$ cat src/rtl/ddr_wr_burst_arbiter.sv
// Round-robin arbiter sharing one DDR write-burst port among NUM_REQ buffer controllers.
// Optional burst watchdog is enabled by defining WR_ARB_TIMEOUT_EN.
module ddr_wr_burst_arbiter #(
  parameter real TCQ            = 0.1,
  parameter int  NUM_REQ        = 4,
  parameter int  ADDR_WIDTH     = 30,
  parameter int  MEM_DATA_BITS  = 256,
  parameter int  TIMEOUT_CYCLES = 4096
) (
  input  logic                             ddr_clk_i,
  input  logic                             ddr_rst_i,
  input  logic [NUM_REQ-1:0]               req_wr_req_i,
  input  logic [NUM_REQ*8-1:0]             req_wr_len_i,
  input  logic [NUM_REQ*ADDR_WIDTH-1:0]    req_wr_addr_i,
  input  logic [NUM_REQ*MEM_DATA_BITS-1:0] req_wr_data_i,
  output logic [NUM_REQ-1:0]               req_fifo_rd_o,
  output logic [NUM_REQ-1:0]               req_wr_finish_o,
  output logic                             wr_ddr_req_o,
  output logic [7:0]                       wr_ddr_len_o,
  output logic [ADDR_WIDTH-1:0]            wr_ddr_addr_o,
  input  logic                             ddr_fifo_rd_req_i,
  output logic [MEM_DATA_BITS-1:0]         wr_ddr_data_o,
  input  logic                             wr_ddr_finish_i,
  output logic [NUM_REQ-1:0]               arb_grant_o,
  output logic                             arb_busy_o,
  output logic                             timeout_err_o
);

  localparam int IW = (NUM_REQ > 1) ? $clog2(NUM_REQ) : 1;

  if (NUM_REQ < 2 || NUM_REQ > 8 || TIMEOUT_CYCLES < 1 || TIMEOUT_CYCLES > 65536 || TCQ < 0.0)
  begin : g_cfg_check
    $error("ddr_wr_burst_arbiter: unsupported parameter set");
  end

  typedef enum logic [1:0] {ARB_IDLE, ARB_GRANT, ARB_BURST, ARB_RELEASE} arb_state_t;

  arb_state_t              r_state;
  logic [IW-1:0]           r_ptr;
  logic [IW-1:0]           r_gidx;
  logic [NUM_REQ-1:0]      r_grant;
  logic [7:0]              r_len;
  logic [ADDR_WIDTH-1:0]   r_addr;
  logic                    r_ddr_req;
  logic                    r_busy;

  logic                    w_win_vld;
  logic [IW-1:0]           w_win_idx;
  logic [IW-1:0]           w_scan;
  logic [NUM_REQ-1:0]      w_win_grant;
  logic [7:0]              w_win_len;
  logic [ADDR_WIDTH-1:0]   w_win_addr;
  logic                    w_in_burst;
  logic                    w_timeout;
  logic                    w_done;

  // First requester at or above the rotating pointer wins, wrapping modulo NUM_REQ.
  always_comb begin
    w_win_vld = 1'b0;
    w_win_idx = '0;
    w_scan    = '0;
    for (int i = 0; i < NUM_REQ; i++) begin
      w_scan = IW'((int'(r_ptr) + i) % NUM_REQ);
      if (!w_win_vld && req_wr_req_i[w_scan]) begin
        w_win_vld = 1'b1;
        w_win_idx = w_scan;
      end
    end
  end

  always_comb begin
    w_win_len   = '0;
    w_win_addr  = '0;
    w_win_grant = '0;
    for (int i = 0; i < NUM_REQ; i++) begin
      if (w_win_idx == IW'(i)) begin
        w_win_len      = req_wr_len_i[8*i +: 8];
        w_win_addr     = req_wr_addr_i[ADDR_WIDTH*i +: ADDR_WIDTH];
        w_win_grant[i] = 1'b1;
      end
    end
  end

  always_comb begin
    wr_ddr_data_o = '0;
    for (int i = 0; i < NUM_REQ; i++) begin
      if (r_grant[i]) wr_ddr_data_o = req_wr_data_i[MEM_DATA_BITS*i +: MEM_DATA_BITS];
    end
  end

  assign w_in_burst      = (r_state == ARB_BURST);
  assign w_done          = w_in_burst && (wr_ddr_finish_i || w_timeout);
  assign req_fifo_rd_o   = (w_in_burst && ddr_fifo_rd_req_i) ? r_grant : '0;
  assign req_wr_finish_o = w_done ? r_grant : '0;

`ifdef WR_ARB_TIMEOUT_EN
  logic [15:0] r_to_cnt;
  logic        r_to_err;

  assign w_timeout = w_in_burst && (r_to_cnt == 16'(TIMEOUT_CYCLES - 1));

  // Counter restarts on every burst; the error flag only clears on reset.
  always_ff @(posedge ddr_clk_i) begin
    if (ddr_rst_i) begin
      r_to_cnt <= '0;
      r_to_err <= 1'b0;
    end else begin
      r_to_cnt <= w_in_burst ? r_to_cnt + 16'd1 : 16'd0;
      if (w_timeout && !wr_ddr_finish_i) r_to_err <= 1'b1;
    end
  end

  assign timeout_err_o = r_to_err;
`else
  assign w_timeout     = 1'b0;
  assign timeout_err_o = 1'b0;
`endif

  always_ff @(posedge ddr_clk_i) begin
    if (ddr_rst_i) begin
      r_state   <= ARB_IDLE;
      r_ptr     <= '0;
      r_gidx    <= '0;
      r_grant   <= '0;
      r_len     <= '0;
      r_addr    <= '0;
      r_ddr_req <= 1'b0;
      r_busy    <= 1'b0;
    end else begin
      case (r_state)
        ARB_IDLE: begin
          if (w_win_vld) begin
            r_state <= ARB_GRANT;
            r_busy  <= 1'b1;
            r_gidx  <= w_win_idx;
            r_grant <= w_win_grant;
            r_len   <= w_win_len;
            r_addr  <= w_win_addr;
          end
        end
        ARB_GRANT: begin
          r_state   <= ARB_BURST;
          r_ddr_req <= 1'b1;
        end
        ARB_BURST: begin
          if (ddr_fifo_rd_req_i) r_ddr_req <= 1'b0;
          if (w_done) begin
            r_state   <= ARB_RELEASE;
            r_ddr_req <= 1'b0;
            r_grant   <= '0;
            r_len     <= '0;
            r_addr    <= '0;
          end
        end
        ARB_RELEASE: begin
          r_state <= ARB_IDLE;
          r_busy  <= 1'b0;
          r_ptr   <= (r_gidx == IW'(NUM_REQ - 1)) ? '0 : r_gidx + IW'(1);
        end
        default: r_state <= ARB_IDLE;
      endcase
    end
  end

  assign wr_ddr_req_o  = r_ddr_req;
  assign wr_ddr_len_o  = r_len;
  assign wr_ddr_addr_o = r_addr;
  assign arb_grant_o   = r_grant;
  assign arb_busy_o    = r_busy;

endmodule

$ cat config.mk
export PLATFORM = sky130hd
export DESIGN_NAME = ddr_wr_burst_arbiter
export DESIGN_NICKNAME = d
export VERILOG_FILES = /design/src/rtl/ddr_wr_burst_arbiter.sv
export SDC_FILE = /design/constraint.sdc
export NUM_CORES = 1
export LEC_CHECK = 0
export BUFFER_PORTS_ARGS = -buffer_cell sky130_fd_sc_hd__buf_2
export CORE_AREA = 2 2 576 578
export CTS_BUF_LIST = sky130_fd_sc_hd__clkbuf_8
export DETAILED_ROUTE_END_ITERATION = 6
export DIE_AREA = 0 0 578 580
export SKIP_LAST_GASP = 1
export SYNTH_ARGS = -nofsm -noshare
export SYNTH_HDL_FRONTEND = slang
export SYNTH_SLANG_ARGS = --single-unit
$ cat constraint.sdc
create_clock -name ddr_clk_i -period 1.9 [get_ports ddr_clk_i]
set_input_delay 0.19 -clock ddr_clk_i [delete_from_list [all_inputs] [get_ports ddr_clk_i]]
set_output_delay 0.19 -clock ddr_clk_i [all_outputs]
set_load 0.03 [all_outputs]
## Word level (Yosys, flattened, before mapping)

Index checks and enable logic that the tools add are counted.
Widths: inputs -> output; s select.

- Bits in read-only memories: 0
- Latch bits: 0
- Bits of input ports: 1184
- Bits in writable memories: 0
- Flip-flop bits (word level): 50
- Memories: 0
- Logic and storage cells: 96

- Multiply operators: 0
- Divide/modulo/power cells: 0
- Muxes and demuxes: 52
- Add/sub/neg operators: 4
- Equality and inequality tests: 10
- Reduce and logical (&&, ||, !) cells: 18
- Bitwise logic cells: 0
- Shifts and indexed selects: 0
- Magnitude comparators: 4

Operators with widths:

| operator | count |
|---|---|
| $mux 256 | 4 |
| $mux 30 | 6 |
| $pmux 30 s2 | 1 |
| $mux 8 | 6 |
| $mux 4 | 4 |
| $pmux 8 s2 | 1 |
| $mux 1 | 15 |
| $mux 2 | 7 |
| $lt 2x3->1 const B | 4 |
| $eq 2x2->1 const B | 5 |
| $bmux 1 s2 | 4 |
| $pmux 2 s4 | 1 |
| $pmux 4 s2 | 1 |
| $reduce_and 2->1 | 4 |
| $reduce_bool 2->1 | 3 |
| $logic_and 1x1->1 | 5 |
| $add 2x1->2 const B | 2 |
| $add 2x2->2 const B | 2 |
| $eq 2x1->1 const B | 2 |
| $logic_not 2->1 | 2 |
| $pmux 1 s2 | 2 |
| $logic_not 1->1 | 3 |
| $ne 3x2->1 const B | 1 |
| $reduce_and 3->1 | 1 |
| other kinds (2) | 2 |

## Depth between registers and ports, before layout

- Depth after elaboration: 19
- Depth in mapped cells: 9
- Gate-level depth less buffers: 7

## Worst setup path before layout

No wires, ideal clock.

- Path kind: reg2out
- Start: register r_grant[1] (netlist: arb_grant_o[1])
- End: output port wr_ddr_data_o[228]
- Path buffers: 3
- Path slack: -0.506 ns
- Arrival: 2.216 ns
- Stages on the path, launching flop included: 8
- Path through: dfxtp_1 clkbuf_1 clkbuf_1 clkbuf_1 a22oi_1 nor2_1 a21oi_1 o21ai_0

- Cells in the longest elaborated chain, start to end: 3

RTL lines:

| element | line | text |
|---|---|---|
| start, declared | 41 | `logic [NUM_REQ-1:0] r_grant;` |
| start signal, assigned | 136 | `r_grant <= w_win_grant;` |
| $mux 256 (3 in series) | 87 | `if (r_grant[i]) wr_ddr_data_o = req_wr_data_i[MEM_DATA_BITS*i +: MEM_DATA_BITS];` |
| end, declared | 22 | `output logic [MEM_DATA_BITS-1:0] wr_ddr_data_o,` |

Every way passes these cells.

## Worst setup path after layout

- Start: register r_grant[0] (netlist: arb_grant_o[0])
- End: output port wr_ddr_data_o[112]

- Cells in the longest elaborated chain, start to end: 4

RTL lines:

| element | line |
|---|---|
| $mux 256 (4 in series) | 87 |

Every way passes these cells.

==> qor.tcl <==
set qor(initial_antenna_violation_count) 564
set qor(worst_slew_pin_slew_ns) 0.6219
set qor(path_delay_family) {buffers and inverters}
set qor(post_route_cells_drive_above_1_share) 0.7557
set qor(drt-total-wl_um) 321300
set qor(cp-start-kind) {flop}
set qor(grt_setup_unrepaired) {true}
set qor(die_area_um2) 335200
set qor(clock_tree.buffer_depth) 2
set qor(cts_htree_levels) 2
set qor(violations_in_the_final_reports) {setup timing}
set qor(clock_tree.root_cell) {clkbuf_8}
set qor(cp-end-kind) {primary output}
set qor(core-area_um2) 329200
set qor(timing.critical_path.arrival_ns) 2.36
set qor(finalNetCount) 4659
set qor(path_buf_inv) 6
set qor(netlist_area_um2) 10110
set qor(critical_path.most_common_cell) {buf_12}
set qor(power-per-cell-area_nw_per_um2) 1182
set qor(power.total_mw) 39.78
set qor(layout.cells.most_common) {buf_2}
set qor(total_of_flip_flops_plus_latches_after_synthesis) 50
set qor(track_usage) 0.1830
set qor(ioPinCount) 1493
set qor(routed_via_density) 3.168
set qor(chipWidth_um) 578
set qor(ir_worst_vdd_mv) 0.5491
set qor(wl_per_cell_um) 40.18
set qor(place_worst_setup_slack_ns) -0.5983
set qor(fin_skew_ns) 0.01545
set qor(setup_slack_ns) -0.6457
set qor(clk_pin_slew_ns) 0.14
set qor(first_iter_violations) 1992
set qor(max_freq_ghz) 0.3928
set qor(maxCapViolations) 0
set qor(required_ns) 1.71
set qor(final.period_utilization) 1.340
set qor(start_util) 0.03072
set qor(setup_violations) 293
set qor(worstPathCellList) {nor2b_4 -> buf_12 -> buf_16 -> buf_6 -> a22oi_2 -> buf_6 -> nor2_2 -> a21oi_2 -> buf_12 -> o21ai_4 -> buf_12}
set qor(tritoncts_clock_tree) {built}
set qor(min_path_type) {input port to flop}
set qor(worst_r2r_path_cells) 9
set qor(dp_hpwl_um) 293300
set qor(worstSetupPathDepth) 11
set qor(detail-route-antenna-nets) 0
set qor(pin_count_of_the_biggest_net_entering_global_routing) 54
set qor(yosysWarningCount) 0
set qor(drt_first_pass_iters) 5
set qor(fin_tns_setup_ns) -125.29
set qor(fp.dieH_um) 580
set qor(fillers) 38460
set qor(first_pass_grt_wire_length_um) 369500
set qor(postSynth.asyncResetShare) 0
set qor(synth_cells) 1771
set qor(ys_seq_area_frac) 0.09897
set qor(synth.lib_cells_used.distinct) 38
set qor(total_nets_after_synthesis) 2960
set qor(slowest_delay_ns) 0.34
set qor(grt_pass1_vias) 22900
set qor(final_design_area_no_fill_um2) 33660
set qor(numCtsBuffers) 5
set qor(synth_edf_count) 0
set qor(cts.sink_count) 50
set qor(hold_violations) 0
set qor(slew-limit-headroom) 0.5882
set qor(slowest_stage) {dfxtp_2}
set qor(finalWeightedCongestion) 1.016
set qor(syn_avg_cell_area_um2) 5.711
set qor(layout_common_cells) {buf_2 (1232), nand2_1 (259), o21ai_2 (224)}
set qor(placed_cell_area_um2) 27900
set qor(p_leak_nw) 13.19
set qor(ys_dominant_reg_cell) {dfxtp_1}
set qor(worst_hold_path.num_cells) 3
set qor(crit_path_max_fanout) 5
set qor(std_cell_rows) 211
set qor(drc) 0
set qor(overflow) 0
set qor(final_max_slew_viol_count) 0
set qor(status) {finished with violations}
set qor(layout.core_utilization) 0.1022
set qor(syn_to_final_growth_pct) 232.8
set qor(via_count) 25340
set qor(post-route-min-period_ns) 2.546
set qor(io_buffer_count) 1491
set qor(worstSetupPathType) {flop to primary output}
set qor(clock_insertion_delay_worst_skew_ns) 0.40
-- state kept, by name (all words and copies together) (netlist names) --
signal and count:
arb_busy_o 1, arb_grant_o 4, r_gidx 2, r_ptr 2
r_state 2, wr_ddr_addr_o 30, wr_ddr_len_o 8, wr_ddr_req_o 1
-- worst reg2reg max path, stage by stage, from the launching register on --
cell,delay (ns)
dfxtp_1,0.35
inv_1,0.07
buf_4,0.14
ha_1,0.20
buf_4,0.13
and2_4,0.14
a21o_4,0.18
and2b_2,0.21
buf_12,0.16
o2bb2ai_1,0.35
-- cell usage after synthesis, types with 2 or more instances --
library cell  number  share of area
a211oi_1          28          0.021
a211oi_2          10          0.012
a21oi_1          265           0.13
a22oi_1          256           0.19
a2bb2oi_1          2         0.0017
and3_1            46          0.028
buf_1             10         0.0037
buf_2             62          0.031
buf_4              3         0.0022
buf_6              5         0.0056
clkbuf_1         127          0.047
dfxtp_1           50          0.099
ha_1               5         0.0062
inv_1              5         0.0019
mux2i_1            4         0.0040
nand2_1          260          0.096
nand2b_1           6         0.0037
nor2_1           270           0.10
nor2b_1            3         0.0019
nor3_1             3         0.0015
o2111ai_4          2         0.0052
o21ai_0          241           0.12
o21ai_1           17         0.0084
o221ai_1          40          0.035
o2bb2ai_1         38          0.033
-- power by group --
part,internal (mW),switching (mW),total (mW)
Sequential,1.46,0.267,1.73
Combinational,15.5,21.7,37.2
Clock,0.279,0.595,0.874
Total,17.2,22.5,39.8
-- path summary, 6_finish.rpt --
kind | startpoint | slack, ns | to
max | arb_grant_o[0] | -0.65 | wr_ddr_data_o[112]
min | req_wr_addr_i[33] | 0.04 | wr_ddr_addr_o[3]
max reg2reg | r_state[0] | -0.12 | wr_ddr_len_o[0]
min reg2reg | wr_ddr_addr_o[20] | 0.47 | wr_ddr_addr_o[20]
-- kinds of logic after synthesis --
kind of cell / share of synthesized area
AO/OA/AOI/OAI: 0.5587
AND/OR/NAND/NOR: 0.2403
buffers and inverters: 0.09155
flip-flops: 0.09897
adder cells (fa/ha/maj): 0.006186
multiplexers: 0.003959
other: 0.0003708
-- cell type report --
class,instances,area (um2),area share
diodes,160,400.4,0.01190
clock buffers,5,68.82,0.002045
clock inverters,3,28.78,0.0008550
inverters,6,22.52,0.0006691
multi-input cells,1508,11390,0.3383
flip-flops and latches,50,1013,0.03011
well taps,4366,5463,0.1623
repair buffers,1899,15280,0.4538
-- routing by layer --
metal,vias to the layer above,global-route usage,share of wire
met3,1013,0.1246,0.16
met2,2198,0.2817,0.42
li1,10210,-,-
met1,11540,0.2071,0.38
met4,376,0.03691,0.035
met5,-,0,0.0080
-- per-stage QoR --
stage,hold WS [ns],instances
floorplan,0.2517,1771
global placement,0.4407,7728
detailed placement,0.4411,7728
CTS,0.0004129,7817
global route,0.03020,7888
finish,0.04346,7997
-- what timing repair did --
action | CTS | global route
pin swaps | 134 | 212
cloned | 29 | 5
hold buffers | 1 | 0
setup endpoints to repair | 289 | 305
endpoints found under the hold margin | 1 | 0
gates resized for setup | 671 | 322
buffers inserted | 70 | 45
No activity file was read; power rests on OpenSTA's default activity.
